File: src/rtl/vram_arbiter.sv
// vram_arbiter: shares a single-port 2K x 16 VRAM between fixed-latency video fetches, CPU byte access and an optional
// clear engine (enabled by defining VRAM_CLEAR_EN). Priority is video > CPU > clear, with one issue slot per clock.
module vram_arbiter #(
    parameter int ADDR_W = 11
) (
    input  logic              clk_i,
    input  logic              rst_i,
    input  logic              vid_req_i,
    input  logic [ADDR_W-1:0] vid_addr_i,
    output logic [15:0]       vid_data_o,
    output logic              vid_valid_o,
    input  logic              cpu_req_i,
    input  logic              cpu_we_i,
    input  logic              cpu_bsel_i,
    input  logic [ADDR_W-1:0] cpu_addr_i,
    input  logic [7:0]        cpu_din_i,
    output logic [7:0]        cpu_dout_o,
    output logic              cpu_ack_o,
    output logic              ram_en_o,
    output logic [1:0]        ram_we_o,
    output logic [ADDR_W-1:0] ram_addr_o,
    output logic [15:0]       ram_din_o,
    input  logic [15:0]       ram_dout_i,
    input  logic              clr_start_i,
    input  logic [15:0]       clr_value_i,
    output logic              clr_busy_o
);
    typedef enum logic [1:0] {C_IDLE, C_BUSY, C_ACK} cpu_state_e;
    typedef enum logic [1:0] {O_NONE, O_VID, O_CPU} owner_e;

    cpu_state_e        cpu_state_q;
    owner_e            own1_q, own2_q, own_d;
    logic              cpu_wr_q, cpu_bsel_q, cpu_ack_q, vid_valid_q;
    logic [7:0]        cpu_dout_q;
    logic [15:0]       vid_data_q;
    logic              ram_en_q, ram_en_d;
    logic [1:0]        ram_we_q, ram_we_d;
    logic [ADDR_W-1:0] ram_addr_q, ram_addr_d;
    logic [15:0]       ram_din_q, ram_din_d;
    logic              cpu_go, clr_go, clr_busy;
    logic [ADDR_W-1:0] clr_cnt;
    logic [15:0]       clr_word;

`ifdef VRAM_CLEAR_EN
    logic              clr_busy_q;
    logic [ADDR_W-1:0] clr_cnt_q;
    assign clr_busy = clr_busy_q;
    assign clr_cnt  = clr_cnt_q;
    assign clr_word = clr_value_i;
    always_ff @(posedge clk_i or posedge rst_i) begin
        if (rst_i) begin
            clr_busy_q <= 1'b0;
            clr_cnt_q  <= '0;
        end else if (!clr_busy_q) begin
            if (clr_start_i) begin
                clr_busy_q <= 1'b1;
                clr_cnt_q  <= '0;
            end
        end else if (clr_go) begin
            clr_cnt_q <= clr_cnt_q + 1'b1;
            if (&clr_cnt_q) clr_busy_q <= 1'b0;
        end
    end
`else
    logic unused_clr;
    assign unused_clr = ^{clr_start_i, clr_value_i};
    assign clr_busy   = 1'b0;
    assign clr_cnt    = '0;
    assign clr_word   = 16'h0000;
`endif

    // Only CPU reads need their data routed back; writes complete without an owner.
    always_comb begin
        cpu_go     = cpu_state_q == C_IDLE && cpu_req_i && !vid_req_i;
        clr_go     = clr_busy && !vid_req_i && !cpu_go;
        ram_en_d   = vid_req_i || cpu_go || clr_go;
        ram_we_d   = vid_req_i ? 2'b00 :
                     cpu_go    ? (cpu_we_i ? (cpu_bsel_i ? 2'b10 : 2'b01) : 2'b00) :
                     clr_go    ? 2'b11 : 2'b00;
        ram_addr_d = vid_req_i ? vid_addr_i : cpu_go ? cpu_addr_i : clr_cnt;
        ram_din_d  = cpu_go ? {cpu_din_i, cpu_din_i} : clr_word;
        own_d      = vid_req_i ? O_VID : (cpu_go && !cpu_we_i) ? O_CPU : O_NONE;
    end

    always_ff @(posedge clk_i or posedge rst_i) begin
        if (rst_i) begin
            cpu_state_q <= C_IDLE;
            own1_q      <= O_NONE;
            own2_q      <= O_NONE;
            cpu_wr_q    <= 1'b0;
            cpu_bsel_q  <= 1'b0;
            cpu_ack_q   <= 1'b0;
            cpu_dout_q  <= '0;
            vid_valid_q <= 1'b0;
            vid_data_q  <= '0;
            ram_en_q    <= 1'b0;
            ram_we_q    <= '0;
            ram_addr_q  <= '0;
            ram_din_q   <= '0;
        end else begin
            ram_en_q    <= ram_en_d;
            ram_we_q    <= ram_we_d;
            ram_addr_q  <= ram_addr_d;
            ram_din_q   <= ram_din_d;
            own1_q      <= own_d;
            own2_q      <= own1_q;
            vid_valid_q <= own2_q == O_VID;
            if (own2_q == O_VID) vid_data_q <= ram_dout_i;
            cpu_ack_q   <= 1'b0;
            if (cpu_state_q == C_IDLE) begin
                if (cpu_go) begin
                    cpu_state_q <= C_BUSY;
                    cpu_wr_q    <= cpu_we_i;
                    cpu_bsel_q  <= cpu_bsel_i;
                end
            end else if (cpu_state_q == C_BUSY) begin
                if (cpu_wr_q || own2_q == O_CPU) begin
                    cpu_state_q <= C_ACK;
                    cpu_ack_q   <= 1'b1;
                    if (!cpu_wr_q) cpu_dout_q <= cpu_bsel_q ? ram_dout_i[15:8] : ram_dout_i[7:0];
                end
            end else begin
                cpu_state_q <= C_IDLE;
            end
        end
    end

    assign vid_data_o  = vid_data_q;
    assign vid_valid_o = vid_valid_q;
    assign cpu_dout_o  = cpu_dout_q;
    assign cpu_ack_o   = cpu_ack_q;
    assign ram_en_o    = ram_en_q;
    assign ram_we_o    = ram_we_q;
    assign ram_addr_o  = ram_addr_q;
    assign ram_din_o   = ram_din_q;
    assign clr_busy_o  = clr_busy;
endmodule
File: config.mk
export PLATFORM = sky130hd
export DESIGN_NAME = vram_arbiter
export DESIGN_NICKNAME = d
export VERILOG_FILES = /design/src/rtl/vram_arbiter.sv
export SDC_FILE = /design/constraint.sdc
export NUM_CORES = 1
export LEC_CHECK = 0
export CAP_MARGIN = 10
export CORE_MARGIN = 2
export CORE_UTILIZATION = 40
export CTS_CLUSTER_SIZE = 40
export DETAILED_ROUTE_END_ITERATION = 7
export PLACE_DENSITY_LB_ADDON = 0.05
export SKIP_CTS_REPAIR_TIMING = 1
export SLEW_MARGIN = 0
export SYNTH_ARGS = -nofsm -noshare
export SYNTH_HDL_FRONTEND = slang
export SYNTH_SLANG_ARGS = --single-unit
File: constraint.sdc
create_clock -name clk_i -period 2.85 [get_ports clk_i]
set_input_delay 0.7125 -clock clk_i [delete_from_list [all_inputs] [get_ports clk_i]]
set_output_delay 0.7125 -clock clk_i [all_outputs]
set_load 0.05 [all_outputs]
==> run_results.csv, run 1 <==
group,metric,value,unit
grt,gr-usage-all-layers,16.3,%
finish,most-common-layout-cells,"clkdlybuf4s50_1, dfrtp_1, mux2_2",
logic_synthesis,yosysUniqueCellTypes,21,
run_status,status,"complete, no violations",
logic_synthesis,synth_fa_ha_area_share,0,%
pwr,power_density,760,nW/um2
setup_path,critPathKind,"reg2out",
min_path,hold_path_startpoint,"own1_q[0]",
finish,area_growth,56.7,%
finish,final_nets,316,
logic_synthesis,synth-seq-area-share,65.1,%
sta,finalCritPeriodShare,76.9,%
detailed_routing,antenna_left,0,
finish,n_fill_cell,415,
logic_synthesis,postSynthRegisterBits,56,
pwr,p_leak,1.46,nW
sta,max_freq,457,MHz
setup_path,path_cells,"clkdlybuf4s50_1",
setup_path,startpoint_type,"register",
detailed_routing,vias_per_cell,4.64,
setup_path,cp.required,2140,ps
finish,stdcell_area,3370,um2
clocking,cts_tree,"built",
sta,tns,0,ps
clocking,root_buffer,"clkbuf_8",
sta,min_period,2190,ps
placement,place_area,3270,um2
sta,relSlewSlack,65.7,%
finish,final_common_cell,"clkdlybuf4s50_1",
floorplanning,die_area,5990,um2
clocking,clkLatencyLatePin,300,ps
detailed_routing,drc,0,
floorplanning,initial_core_util,41.9,%
detailed_routing,drt_pass1_iterations,4,
sta,tightest_slew,513,ps
min_path,hp-class,"reg2reg",
floorplanning,rows,26,
finish,antennaDiodeCount,0,
finish,drive_above_1_share,20.2,%
logic_synthesis,synth_xor_area_share,0,%
grt,grt_max_degree,57,
logic_synthesis,synth_compound_area_share,5.06,%
detailed_routing,postRouteWirelength,4700,um
setup_path,worstPathMaxFanout,2,
flow_run,max_cap_viol_count,0,
setup_path,critPathCaptureType,"primary output",
logic_synthesis,yosys.area_share.simple,7.67,%
pwr,total_power,2.56,mW
sta,rsz0062_at_grt,"false",
floorplanning,die_x,77.4,um
sta,fin_skew,6.75,ps
sta,slew_violations,0,
detailed_routing,vias,1476,
setup_path,worstPathArrival,1480,ps
placement,port_buffers,107,
clocking,clk_path_buf_depth,2,
placement,routabilityCongestion,0.706,
clocking,cts_buffers,5,
grt,antenna_found_initial,0,
logic_synthesis,syn_area,2150,um2
logic_synthesis,syn_inst,143,
setup_path,cp_top_family,"buffers and inverters",
grt,grt_pass1_vias,1587,
grt,grt_pass1_wl,7720,um
floorplanning,die_height,77.4,um
setup_path,r2r-start,"own2_q[0]",
logic_synthesis,ys.warnings.count,0,
sta,hold_violations,0,
logic_synthesis,synth_top_family_by_area,"multiplexers",
pwr,peakVddDrop,411,uV
grt,overflow,0,
setup_path,max_stage_delay,810,ps
setup_path,slowest_stage,"clkdlybuf4s50_1",
setup_path,critPathLaunch,"ram_din_o[7]",
finish,regArea,1400,um2
logic_synthesis,muxShareOfSynthArea,17.3,%
floorplanning,core_area,5140,um2
sta,holdWs,356,ps
detailed_routing,wl_per_cell,14.8,um
clocking,h-tree-depth,2,
floorplanning,ios,126,
placement,dp_hpwl,3560,um
logic_synthesis,syn_nets,212,
sta,setup_viol_count_final,0,
clocking,clock-sinks,56,
logic_synthesis,synth_area_per_cell,15.1,um2
detailed_routing,first_iter_violations,39,
finish,multi_input_area,649,um2
clocking,clkTransAtPathRegs,100,ps
setup_path,crit_buf_inv,1,
## where the power goes
part	total, mW	internal, mW	switching [mW]
clock	0.495	0.261	0.234
sequential	1.04	0.930	0.105
combinational	1.03	0.427	0.607
total	2.56	1.62	0.947
## metal layers
| layer | GRT usage (%) | routed length (um) | vias to the layer above |
|---|---|---|---|
| met5 | 0 | 0 | - |
| met4 | 3.21 | 35 | 0 |
| met3 | 4.65 | 296 | 5 |
| met2 | 31.0 | 2600 | 59 |
| met1 | 18.1 | 1760 | 724 |
| li1 | - | - | 688 |
## path summary, 6_finish.rpt
path / end / slack [ps] / cells after the start
worst max-delay path: ram_din_o[15] / 660 / 1
worst min-delay path: own2_q[0] / 360 / 0
worst max register to register: cpu_dout_o[0] / 1260 / 3
worst min register to register: own2_q[0] / 360 / 0
max in group asynchronous: vid_data_o[5] / 1820 / 3
min in group asynchronous: vid_data_o[7] / 780 / 3
## stage by stage
stage          instances  utilization, %  worst slack (ps)
5_1_grt              318            65.7               595
3_3_place_gp         310            63.6               770
2_1_floorplan        143               -               766
6_report             318            65.7               660
3_5_place_dp         310            63.6               735
4_1_cts              318            65.7               641
## cells in the mapped netlist (all sizes together)
cell type,n,area (um2)
a21o,1,7.51
a22o,11,96.3
and2,8,50.1
and3,1,6.26
buf,12,82.6
clkbuf,3,12.5
conb,1,3.75
dfrtp,56,1400
inv,2,7.51
mux2,33,372
nand2,1,3.75
nand2b,1,13.8
nor2,5,18.8
nor2b,3,18.8
nor3,1,5.00
nor3b,1,18.8
nor4b,1,23.8
o21ai,1,5.00
or2,1,6.26
## final cells by class
| type | count | area share (%) |
|---|---|---|
| Timing Repair Buffer | 112 | 33.2 |
| Inverter | 2 | 0.222 |
| Clock inverter | 2 | 1.04 |
| Sequential cell | 56 | 41.5 |
| Tap cell | 70 | 2.60 |
| Clock buffer | 6 | 2.15 |
| Multi-Input combinational cell | 70 | 19.2 |
## sequential cells by signal, indices dropped and copies added (netlist names), 2 cells and up
register and flops:
cpu_dout_o 8, cpu_state_q 2, own1_q 2, own2_q 2, ram_addr_o 11, ram_din_o 8, ram_we_o 2, vid_data_o 16
## cell families after synthesis
kind of cell | count (synthesis)
buffers and inverters | 17
DFF | 56
muxes | 33
and+or+nand+nor | 23
AOI/OAI and AO/OA | 13
other | 1
(Power assumes the default switching activity.)
==> run 2: changes to the inputs <==
Settings changed: CORE_UTILIZATION 40 to 34.
Clock period 2.85 ns to 1.8 ns, I/O delays scaled along.
==> run 2 against run 1 <==
  * Flip-flop and latch count unchanged
  * Cell count rose by 1.9%
  * Global-route usage shrank 2.4 points
  * Critical path depth rose by 3
  * Clock-buffer cell count is 1 lower
  * First-iteration DRC count decreased by 23%
  * Register-to-register slack got worse by 950 ps
  * Worst hold slack lost 0.51 ps
  * Critical endpoint is now cpu_dout_o[6]
  * Clock power increased by 63%
  * Largest power group unchanged
==> run_results.csv, run 2 (synthesis results as in run 1) <==
group,metric,value,unit
placement,port_buffers,107,
setup_path,worstPathArrival,1690,ps
detailed_routing,vias,1482,
sta,holdWs,355,ps
setup_path,startpoint_type,"register",
clocking,clock-sinks,56,
clocking,clkTransAtPathRegs,90,ps
clocking,h-tree-depth,2,
floorplanning,die_area,6990,um2
placement,dp_hpwl,3620,um
finish,most-common-layout-cells,"buf_4, dfrtp_1, clkdlybuf4s50_1",
grt,overflow,0,
setup_path,cp.required,1990,ps
flow_run,max_cap_viol_count,0,
detailed_routing,postRouteWirelength,4860,um
finish,final_common_cell,"buf_4",
clocking,clkLatencyLatePin,300,ps
setup_path,critPathLaunch,"own2_q[0]",
finish,n_fill_cell,519,
setup_path,crit_buf_inv,1,
sta,setup_viol_count_final,0,
floorplanning,initial_core_util,35.7,%
detailed_routing,drt_pass1_iterations,4,
floorplanning,die_height,83.6,um
grt,grt_pass1_vias,1556,
clocking,cts_tree,"built",
setup_path,r2r_setup_slack,310,ps
floorplanning,rows,28,
clocking,cts_buffers,5,
detailed_routing,drc,0,
setup_path,slowest_stage,"dfrtp_1",
grt,grt_pass1_wl,7650,um
detailed_routing,antenna_left,0,
sta,hold_violations,0,
run_status,status,"complete, no violations",
placement,routabilityCongestion,0.830,
detailed_routing,first_iter_violations,30,
setup_path,path_cells,"nor2b_1 > nor3b_4 > buf_4 > mux2_2",
setup_path,rr_endpoint,"cpu_dout_o[6]",
finish,drive_above_1_share,43.4,%
setup_path,cp_top_family,"simple AND/OR/NAND/NOR gates",
finish,largest_register_ffs,16,
floorplanning,ios,126,
sta,rsz0062_at_grt,"false",
sta,max_freq,669,MHz
finish,antennaDiodeCount,0,
floorplanning,core_area,6030,um2
pwr,p_leak,1.54,nW
finish,final_nets,317,
grt,antenna_found_initial,0,
setup_path,critical_path_depth,4,
pwr,peakVddDrop,516,uV
sta,slew_violations,0,
setup_path,max_stage_delay,380,ps
detailed_routing,vias_per_cell,4.57,
sta,finalCritPeriodShare,83.0,%
pwr,power_density,1240,nW/um2
min_path,hp-class,"reg2reg",
setup_path,worstPathMaxFanout,8,
grt,gr-usage-all-layers,13.9,%
clocking,root_buffer,"clkbuf_8",
setup_path,crit_path_end,"cpu_dout_o[6]",
sta,tns,0,ps
grt,grt_max_degree,57,
setup_path,critPathKind,"reg2reg",
floorplanning,die_x,83.6,um
detailed_routing,wl_per_cell,15.0,um
setup_path,critPathCaptureType,"register",
setup_path,r2r-start,"own2_q[0]",
pwr,total_power,4.02,mW
sta,fin_skew,5.94,ps
finish,area_growth,51.2,%
sta,min_period,1490,ps
setup_path,r2r_cells,4,
clocking,clk_path_buf_depth,2,
## run 2: cell types whose count changed in the layout (fill, tap and decap cells not counted)
cell / before / now
buf_4: 4 / 61
clkbuf_1: 1 / 0
clkdlybuf4s50_1: 107 / 51
clkinvlp_4: 0 / 2
inv_2: 1 / 0
## run 2: layout make-up
| class | instances | area (um2) | share of cell area [%] |
|---|---|---|---|
| Clock buffer | 5 | 68.8 | 2.11 |
| Timing Repair Buffer | 113 | 988 | 30.4 |
| Clock inverter | 3 | 42.5 | 1.31 |
| Tap cell | 75 | 93.8 | 2.88 |
| Multi-Input combinational cell | 70 | 649 | 19.9 |
| Inverter | 2 | 11.3 | 0.346 |
| Sequential cell | 56 | 1400 | 43.0 |
## run 2: worst min-delay path by stage
| stage | slack [ps] | from | to | cells after the start |
|---|---|---|---|---|
| 2_1_floorplan | 330 | own1_q[0] | own2_q[0] | 0 |
| 3_5_place_dp | 340 | own1_q[0] | own2_q[0] | 0 |
| 5_1_grt | 360 | own1_q[0] | own2_q[0] | 0 |
| 3_3_place_gp | 330 | own1_q[1] | own2_q[1] | 0 |
| 4_1_cts | 360 | own1_q[0] | own2_q[0] | 0 |
| 6_report | 360 | own1_q[0] | own2_q[0] | 0 |
## run 2: worst register-to-register path: stages, from the launching register on
cell	delay (ps)
dfrtp_1	380
nor2b_1	220
nor3b_4	220
buf_4	210
mux2_2	350
## run 2: metal layers
| layer | part of all wire (%) | GRT usage [%] | wire [um] | up-vias |
|---|---|---|---|---|
| met3 | 7.5 | 5.04 | 367 | 5 |
| met2 | 55 | 26.1 | 2670 | 69 |
| met1 | 37 | 14.8 | 1800 | 722 |
| li1 | - | - | - | 686 |
| met5 | 0 | 0 | 0 | - |
| met4 | 0.66 | 3.08 | 32 | 0 |
## run 2: per-stage QoR
stage | util [%] | cell area, um2 | std cells | setup WS (ps)
after floorplan | - | 2160 | 143 | 402
after global placement | 52.2 | 3140 | 316 | 89.6
after detailed placement | 52.2 | 3140 | 316 | 80.3
after CTS | 54.0 | 3260 | 324 | 296
after global routing | 54.0 | 3260 | 324 | 221
final | 54.0 | 3260 | 324 | 306
## run 2: where the power goes
group | total [mW] | internal, mW | switching (mW) | leakage [nW]
Combinational | 1.57 | 0.608 | 0.961 | 0.781
Sequential | 1.65 | 1.47 | 0.173 | 0.706
Clock | 0.806 | 0.412 | 0.394 | 0.0541
==> edit, RTL diff (config.mk and constraints of run 2) <==
`ram_addr_q` and `ram_din_q` no longer have a reset.
--- a/src/rtl/vram_arbiter.sv
+++ b/src/rtl/vram_arbiter.sv
@@ -96,11 +96,7 @@
             ram_en_q    <= 1'b0;
             ram_we_q    <= '0;
-            ram_addr_q  <= '0;
-            ram_din_q   <= '0;
         end else begin
             ram_en_q    <= ram_en_d;
             ram_we_q    <= ram_we_d;
-            ram_addr_q  <= ram_addr_d;
-            ram_din_q   <= ram_din_d;
             own1_q      <= own_d;
             own2_q      <= own1_q;
@@ -126,4 +122,9 @@
     end
 
+    always_ff @(posedge clk_i) begin
+        ram_addr_q <= ram_addr_d;
+        ram_din_q  <= ram_din_d;
+    end
+
     assign vid_data_o  = vid_data_q;
     assign vid_valid_o = vid_valid_q;
Function: changed (Yosys sat finds a counterexample within 4 cycles, from zero or initial values and one cycle with rst_i high).
==> edit against run 2 <==
Power down 2.0%. Sequential cell count unchanged. Largest power group unchanged. Setup slack better by 26 ps. Wire length down 8.1%. First-iteration DRC count up 17%. Die area down 4.1%. Design area down 3.1%. Count of clock-buffer cells in the layout up 1. Final cell count up 0.31%. Area after synthesis down 4.3%. Critical path depth unchanged. Largest cell class unchanged.
==> edit: results (changes against run 2) <==
Async SR Flop Fraction 0.661 (-0.339); Leak 1.46 nW (-5.2%); max reg flops 16 (unchanged); CTS buffer count 5 (unchanged); drt pass-1 iters 3 (-1); status complete, no violations; clk root buf clkbuf_8; diode count 0 (unchanged); Post-synth top cells dfrtp_1, mux2_2, dfxtp_1, a22o_1, buf_4; post-synth cell types 22 (+4.8%); Main synth FF type dfrtp_1; antenna violations before repair 0 (unchanged); GP Congestion 0.656 (-21%); vias per cell 4.47 (-2.3%); overall routed net length 4470 um (-8.1%); Synth Net Count 213 (+0.47%); HP Class reg -> reg; maxcap violations 0 (unchanged); Max Slew Vio Count 0 (unchanged); fin nets 318 (+0.32%); Layout Skew 6.04 ps (+0.0976 ps); Worst Setup SP cpu_state_q[1]; switch share 0.383 (+0.00287); maximum vdd drop 0.000513 V (-0.52%); Seq/Total Area, Yosys 0.634 (-0.0169); share of cells above drive strength 1 0.428 (-0.00573); first-pass GRT wire length 6930 um (-9.5%); Via Count 1,452 (-2.0%); Max FO, Critical Path 8 (unchanged); Synth area leaders dfrtp_1, dfxtp_1, mux2_2, a22o_1, buf_4; hold_sp own1_q[1]; Final HPWL DP 3420 um (-5.4%); largest net degree at the start of global routing 33 (-42%); pre-CTS setup slack 80.4 ps (+0.141 ps); Arrival @ worst endpoint 1660 ps (-30 ps); Mean Syn Cell Area 14.3 sq um (-5.0%); All-Layer GR Usage 0.136 (-0.00276); Initial DRC Count 35 (+17%)
[edit: changes by cell type after synthesis]
cell / before / now
nor2b_1: 3 / 2
dfrtp_1: 56 / 37
nand2b_1: 0 / 1
inv_1: 2 / 3
clkbuf_1: 2 / 3
clkbuf_2: 1 / 0
dfxtp_1: 0 / 19
[edit: path summary, 6_finish.rpt]
check                                  to  cells after the start  slack, ps
max reg2reg                 cpu_dout_o[2]                      4        330
max                         cpu_dout_o[2]                      4        330
max in group asynchronous  cpu_state_q[0]                      3        960
min in group asynchronous     vid_valid_o                      2        390
min                             own2_q[1]                      0        370
min reg2reg                     own2_q[1]                      0        370
[edit: worst max-delay path: stages (launching register included)]
cell and delay [ps]:
dfrtp_1 440, nand2b_4 180, nor3b_4 180, buf_4 210, mux2_2 350
[edit: cell families (layout without fill, tap and decap cells)]
family          Yosys count  after routing  share of synthesized area
mux                      33             33                      0.180
other cells               1              1                    0.00182
flops                    56             56                      0.634
simple gates             23             23                     0.0801
buf+inv                  18            124                     0.0510
compound gates           13             13                     0.0528
[edit: power by group through the flow]
stage	sequential (mW)	clock [mW]	combinational [mW]
floorplan	2.22	0	0.496
global placement	1.66	0	1.55
detailed placement	1.67	0	1.57
CTS	1.64	0.781	1.57
global route	1.67	0.838	1.64
finish	1.64	0.755	1.55
[edit: metal layers]
metal | GRT usage | share of wire | vias to the layer above
met5 | 0 | 0 | -
met1 | 0.145 | 0.38 | 690
met4 | 0.0483 | 0.015 | 0
li1 | - | - | 687
met2 | 0.246 | 0.51 | 68
met3 | 0.0505 | 0.092 | 7
[edit: area by class of cell]
class	instances	area (sq um)
Sequential cell	56	1310
Fill cell	513	2730
Tap cell	75	93.8
Clock inverter	2	12.5
Clock buffer	6	93.8
Timing Repair Buffer	113	988
Inverter	3	11.3
Multi-Input combinational cell	70	649
[edit: per-stage QoR]
step | cell area, sq um | hold slack [ps]
floorplan | 2060 | 331
finish | 3160 | 369
CTS | 3160 | 371
global route | 3160 | 376
detailed placement | 3050 | 348
global placement | 3050 | 334
